==> src/rtl/mips_pkg.sv <==
// Shared MIPS pipeline constants: datapath/register widths and the hardwired $zero index.
// No logic; no latency.
// No flow control.
package mips_pkg;
    localparam int DATA_W = 32;
    localparam int REG_AW = 5;
    localparam int CNT_W  = 32;
    localparam logic [REG_AW-1:0] ZERO_REG = 5'd0;
endpackage

==> src/rtl/mem_wb_latch.sv <==
// Generic pipeline register with a separate valid bit; flush kills valid, stall holds.
// Latency: 1 cycle.
// Backpressure: stall freezes every field; flush overrides stall and clears valid only.
module mem_wb_latch #(
    parameter int W = 8
) (
    input  logic         clk,
    input  logic         rst,
    input  logic         stall,
    input  logic         flush,
    input  logic         in_valid,
    input  logic [W-1:0] in_dat,
    output logic         valid_q,
    output logic [W-1:0] dat_q
);
    always_ff @(posedge clk or posedge rst) begin
        if (rst) begin
            valid_q <= 1'b0;
            dat_q   <= '0;
        end else if (flush) begin
            // Payload is left as-is; only valid matters once the slot is killed.
            valid_q <= 1'b0;
        end else if (!stall) begin
            valid_q <= in_valid;
            dat_q   <= in_dat;
        end
    end
endmodule

==> src/rtl/mem_wb_writeback.sv <==
// MEM/WB latch plus register-file write port, ID bypass selects and retired-instruction counter.
// Latency: 1 cycle from MEM inputs to register-file outputs.
// Backpressure: stall holds the latch (the write simply repeats); flush kills the latched slot.
module mem_wb_writeback
    import mips_pkg::*;
#(
    parameter int DATA_W = mips_pkg::DATA_W,
    parameter int REG_AW = mips_pkg::REG_AW,
    parameter int CNT_W  = mips_pkg::CNT_W
) (
    input  logic              clk,
    input  logic              rst,
    input  logic              stall,
    input  logic              flush,
    input  logic              in_valid,
    input  logic              in_regwrite,
    input  logic              in_memtoreg,
    input  logic [REG_AW-1:0] in_rd,
    input  logic [DATA_W-1:0] in_alu_result,
    input  logic [DATA_W-1:0] in_read_data,
    input  logic [REG_AW-1:0] id_rs,
    input  logic [REG_AW-1:0] id_rt,
    output logic [REG_AW-1:0] rd,
    output logic [DATA_W-1:0] writedata,
    output logic              regwrite,
    output logic              wb_valid,
    output logic              fwd_a,
    output logic              fwd_b,
    output logic [CNT_W-1:0]  retired_count
);
    typedef struct packed {
        logic              regwrite;
        logic              memtoreg;
        logic [REG_AW-1:0] rd;
        logic [DATA_W-1:0] alu_result;
        logic [DATA_W-1:0] read_data;
    } wb_fields_t;

    wb_fields_t        in_fields;
    wb_fields_t        wb_q;
    logic              valid_q;
    logic [CNT_W-1:0]  cnt_q;

    always_comb begin
        in_fields            = '0;
        in_fields.regwrite   = in_regwrite;
        in_fields.memtoreg   = in_memtoreg;
        in_fields.rd         = in_rd;
        in_fields.alu_result = in_alu_result;
        in_fields.read_data  = in_read_data;
    end

    mem_wb_latch #(.W($bits(wb_fields_t))) u_latch (
        .clk      (clk),
        .rst      (rst),
        .stall    (stall),
        .flush    (flush),
        .in_valid (in_valid),
        .in_dat   (in_fields),
        .valid_q  (valid_q),
        .dat_q    (wb_q)
    );

    // All outputs come from the latch so the register file sees a clean registered write.
    assign writedata = wb_q.memtoreg ? wb_q.read_data : wb_q.alu_result;
    assign rd        = wb_q.rd;
    assign regwrite  = valid_q & wb_q.regwrite & (wb_q.rd != REG_AW'(ZERO_REG));
    assign wb_valid  = valid_q;
    assign fwd_a     = regwrite & (id_rs == wb_q.rd);
    assign fwd_b     = regwrite & (id_rt == wb_q.rd);

    // An instruction retires when it leaves the latch; a same-edge flush does not undo that.
    always_ff @(posedge clk or posedge rst) begin
        if (rst) begin
            cnt_q <= '0;
        end else if (valid_q && !stall) begin
            cnt_q <= cnt_q + CNT_W'(1);
        end
    end

    assign retired_count = cnt_q;
endmodule

==> config.mk <==
export PLATFORM = sky130hd
export DESIGN_NAME = mem_wb_writeback
export DESIGN_NICKNAME = d
export VERILOG_FILES = /design/src/rtl/mips_pkg.sv /design/src/rtl/mem_wb_latch.sv /design/src/rtl/mem_wb_writeback.sv
export SDC_FILE = /design/constraint.sdc
export NUM_CORES = 1
export LEC_CHECK = 0
export CAP_MARGIN = 20
export CORE_MARGIN = 3
export CORE_UTILIZATION = 46
export CTS_CLUSTER_DIAMETER = 150
export DETAILED_ROUTE_END_ITERATION = 7
export PLACE_DENSITY = 0.81
export REMOVE_ABC_BUFFERS = 1
export SLEW_MARGIN = 25
export SYNTH_ARGS = -nofsm -noshare
export SYNTH_HDL_FRONTEND = slang
export SYNTH_SLANG_ARGS = --single-unit
==> constraint.sdc <==
create_clock -name clk -period 7.92 [get_ports clk]
set_input_delay 1.188 -clock clk [delete_from_list [all_inputs] [get_ports clk]]
set_output_delay 1.188 -clock clk [all_outputs]
set_load 0.05 [all_outputs]
==> flow_summary.json <==
{
  "status": "completed",
  "ctsRootBufferMaster": "clkbuf_8",
  "dpl.hpwl_mm": 7.56,
  "drtPass1Iterations": 4,
  "grt_first_pass_wirelength_mm": 17.4,
  "ys_types": 27,
  "power_frac_comb": 0.340,
  "post-route-min-period_ns": 4.22,
  "clock_power_share": 0.214,
  "yosysWarnings": 0,
  "rr_worst_depth": 5,
  "ys_ff_latch": 104,
  "max_cap_viol_count": 0,
  "wire_per_inst_um": 16.9,
  "start_util": 0.486,
  "switching_power_uw": 503,
  "slew_violations": 0,
  "switching_share": 0.352,
  "max_freq_mhz": 237,
  "synthCells": 335,
  "drtIter0Drc": 69,
  "cts_buffers": 9,
  "die_h_um": 106,
  "hold_violations": 0,
  "p_leak_uw": 0.00271,
  "cts_tree": "done",
  "intPower_uw": 925,
  "seq_area_frac_synth": 0.563,
  "antenna_found_initial": 0,
  "viasPerCell": 5.06,
  "h-tree-depth": 3,
  "crit_type": "in2out",
  "r2r-end": "retired_count[26]",
  "area_growth_pct": 40.1,
  "finalClockSkew_ns": 0.0116,
  "r2r_start": "u_latch.valid_q",
  "min_period_over_period": 0.532,
  "seqPwrFrac": 0.446,
  "overflow": 0,
  "grt_util_all_layers": 0.193,
  "clk_path_buf_depth": 2,
  "ir_worst_vdd_uv": 140,
  "r2r_setup_slack_ns": 5.85,
  "relSlewSlack": 0.393,
  "worstPathRequired_ns": 6.73,
  "diodes": 0,
  "postRouteAntennaNets": 0,
  "worst_hold_path_type": "reg2reg",
  "gp_congestion": 0.776,
  "port_buffers": 158,
  "cp_max_fo": 1,
  "synth.avg_cell_area_sq_um": 13.8,
  "max_slew.worst_pin.slew_ns": 0.910,
  "pin_count": 159,
  "power_density_mw_per_mm2": 220,
  "clkTransAtPathRegs_ns": 0.11,
  "vias": 3150,
  "syn-cell-area_sq_mm": 0.00462,
  "cp.arrival_ns": 3.03,
  "core_area_sq_mm": 0.00950,
  "multi_input_area_sq_mm": 0.00192,
  "startpoint_type": "input pin",
  "cts_num_sinks": 104,
  "rsz0062_at_grt": "false",
  "drive_gt1_frac": 0.262,
  "crit_start": "id_rs[0]",
  "cts_hold_buf": 0,
  "grt_pass1_vias": 3383,
  "clkLatencyLatePin_ns": 0.36,
  "die_x_um": 106,
  "grt_max_degree": 72,
  "drc_errors": 0,
  "critical_path.endpoint": "fwd_a",
  "setup_viol": 0,
  "nNetsFinal": 575,
  "postCtsSetupBuffers": 0,
  "fin_util": 0.681,
  "layout.area.seq_sq_mm": 0.00260,
  "end_kind": "output port",
  "drt-total-wl_mm": 10.5,
  "fill_cells": 713,
  "tns_ns": 0,
  "cts_resized": 0,
  "design.die.area_sq_mm": 0.0113,
  "num_rows": 35
}
-- layer usage --
metal	vias to the layer above	track usage	part of all wire
met2	106	0.309	0.47
met3	10	0.0601	0.067
li1	1475	-	-
met1	1559	0.259	0.45
met4	0	0.0426	0.0097
met5	-	0	0
-- stage by stage --
stage | std cells | hold WS, ns | power (uW) | setup slack (ns) | cell area [sq um]
3_3_place_gp | 606 | 0.457 | 1120 | 3.77 | 6300
4_1_cts | 622 | 0.482 | 1440 | 3.71 | 6470
2_1_floorplan | 316 | 0.475 | 957 | 3.18 | 4520
3_5_place_dp | 606 | 0.460 | 1130 | 3.71 | 6300
5_1_grt | 622 | 0.499 | 1500 | 3.64 | 6470
6_report | 622 | 0.481 | 1430 | 3.70 | 6470
-- layout make-up --
| type | instances | area share |
|---|---|---|
| Clock buffer | 10 | 0.0197 |
| Multi-Input combinational cell | 209 | 0.296 |
| Clock inverter | 6 | 0.00773 |
| Timing Repair Buffer | 161 | 0.248 |
| Sequential cell | 104 | 0.402 |
| Tap cell | 129 | 0.0249 |
| Inverter | 3 | 0.00213 |
-- state kept, by name (all words and copies together) (netlist names) --
| register | flops |
|---|---|
| retired_count | 32 |
| u_latch.dat_q | 71 |
| u_latch.valid_q | 1 |
-- power by group through the flow --
stage / Clock, uW / Combinational (uW) / Sequential, uW
floorplan: 0 / 271 / 686
global placement: 0 / 482 / 642
detailed placement: 0 / 488 / 647
CTS: 315 / 490 / 637
global route: 339 / 509 / 647
finish: 306 / 485 / 637
-- cells by family after synthesis --
logic type | synth area share
AOI/OAI and AO/OA | 0.00163
buffers and inverters | 0.0238
and+or+nand+nor | 0.0753
DFF | 0.563
adders and majority gates | 0.00271
muxes | 0.256
xor gates and xnor gates | 0.0777
-- synth_stat cells, drive strengths merged --
cell	n	area (sq um)
xor2	15	131
nand4	9	56.3
buf	7	53.8
nor2b	1	6.26
nor4	2	12.5
nand2	13	48.8
dfrtp	104	2600
inv	3	11.3
nor3	3	26.3
or3	1	6.26
o211ai	1	7.51
and2	2	12.5
nand3	7	35.0
and3	9	60.1
mux2	104	1170
and4	5	46.3
clkbuf	12	45.0
nor2	8	30.0
mux2i	1	10.0
or4	1	7.51
ha	1	12.5
xnor2	26	228
-- placed cells by master, fill, tap and decap left out --
| master | synthesis | routed |
|---|---|---|
| clkdlybuf4s50_1 | 0 | 158 |
| mux2_2 | 104 | 104 |
| dfrtp_1 | 104 | 104 |
| xnor2_1 | 26 | 26 |
| xor2_1 | 15 | 15 |
| nand2_1 | 13 | 13 |
| nand4_1 | 9 | 9 |
| clkbuf_8 | 0 | 9 |
| nand3_1 | 7 | 7 |
| nor2_1 | 8 | 7 |
| and3_1 | 6 | 6 |
| and4_1 | 4 | 4 |
| and3_2 | 3 | 3 |
| buf_4 | 5 | 3 |
| and2_1 | 2 | 2 |
| nor3_1 | 2 | 2 |
| inv_1 | 3 | 2 |
| nor4_1 | 2 | 2 |
| inv_6 | 0 | 2 |
| and4_4 | 1 | 1 |
| nor2b_1 | 1 | 1 |
| or3_1 | 1 | 1 |
| nor3_4 | 1 | 1 |
| nor2_4 | 0 | 1 |
| or4_1 | 1 | 1 |
| o211ai_1 | 1 | 1 |
| inv_4 | 0 | 1 |
| mux2i_1 | 1 | 1 |
| ha_1 | 1 | 1 |
| inv_8 | 0 | 1 |
| clkinv_4 | 0 | 1 |
| clkbuf_1 | 12 | 1 |
| clkinvlp_4 | 0 | 1 |
| clkinv_2 | 0 | 1 |
-- worst max-delay path, stage by stage --
cell	delay [ns]
clkdlybuf4s50_1	0.49
xnor2_1	0.13
nand3_1	0.09
nor4_1	0.27
clkdlybuf4s50_1	0.85
-- how the worst min path moves through the flow --
| stage | from | slack, ns | end | cells past startpoint |
|---|---|---|---|---|
| 6_report | retired_count[31] | 0.48 | retired_count[31] | 1 |
| 5_1_grt | retired_count[31] | 0.50 | retired_count[31] | 1 |
| 4_1_cts | retired_count[31] | 0.48 | retired_count[31] | 1 |
| 3_5_place_dp | retired_count[31] | 0.46 | retired_count[31] | 1 |
| 3_3_place_gp | retired_count[31] | 0.46 | retired_count[31] | 1 |
| 2_1_floorplan | u_latch.dat_q[0] | 0.48 | u_latch.dat_q[0] | 1 |
Power figures use the tool's default switching activity.
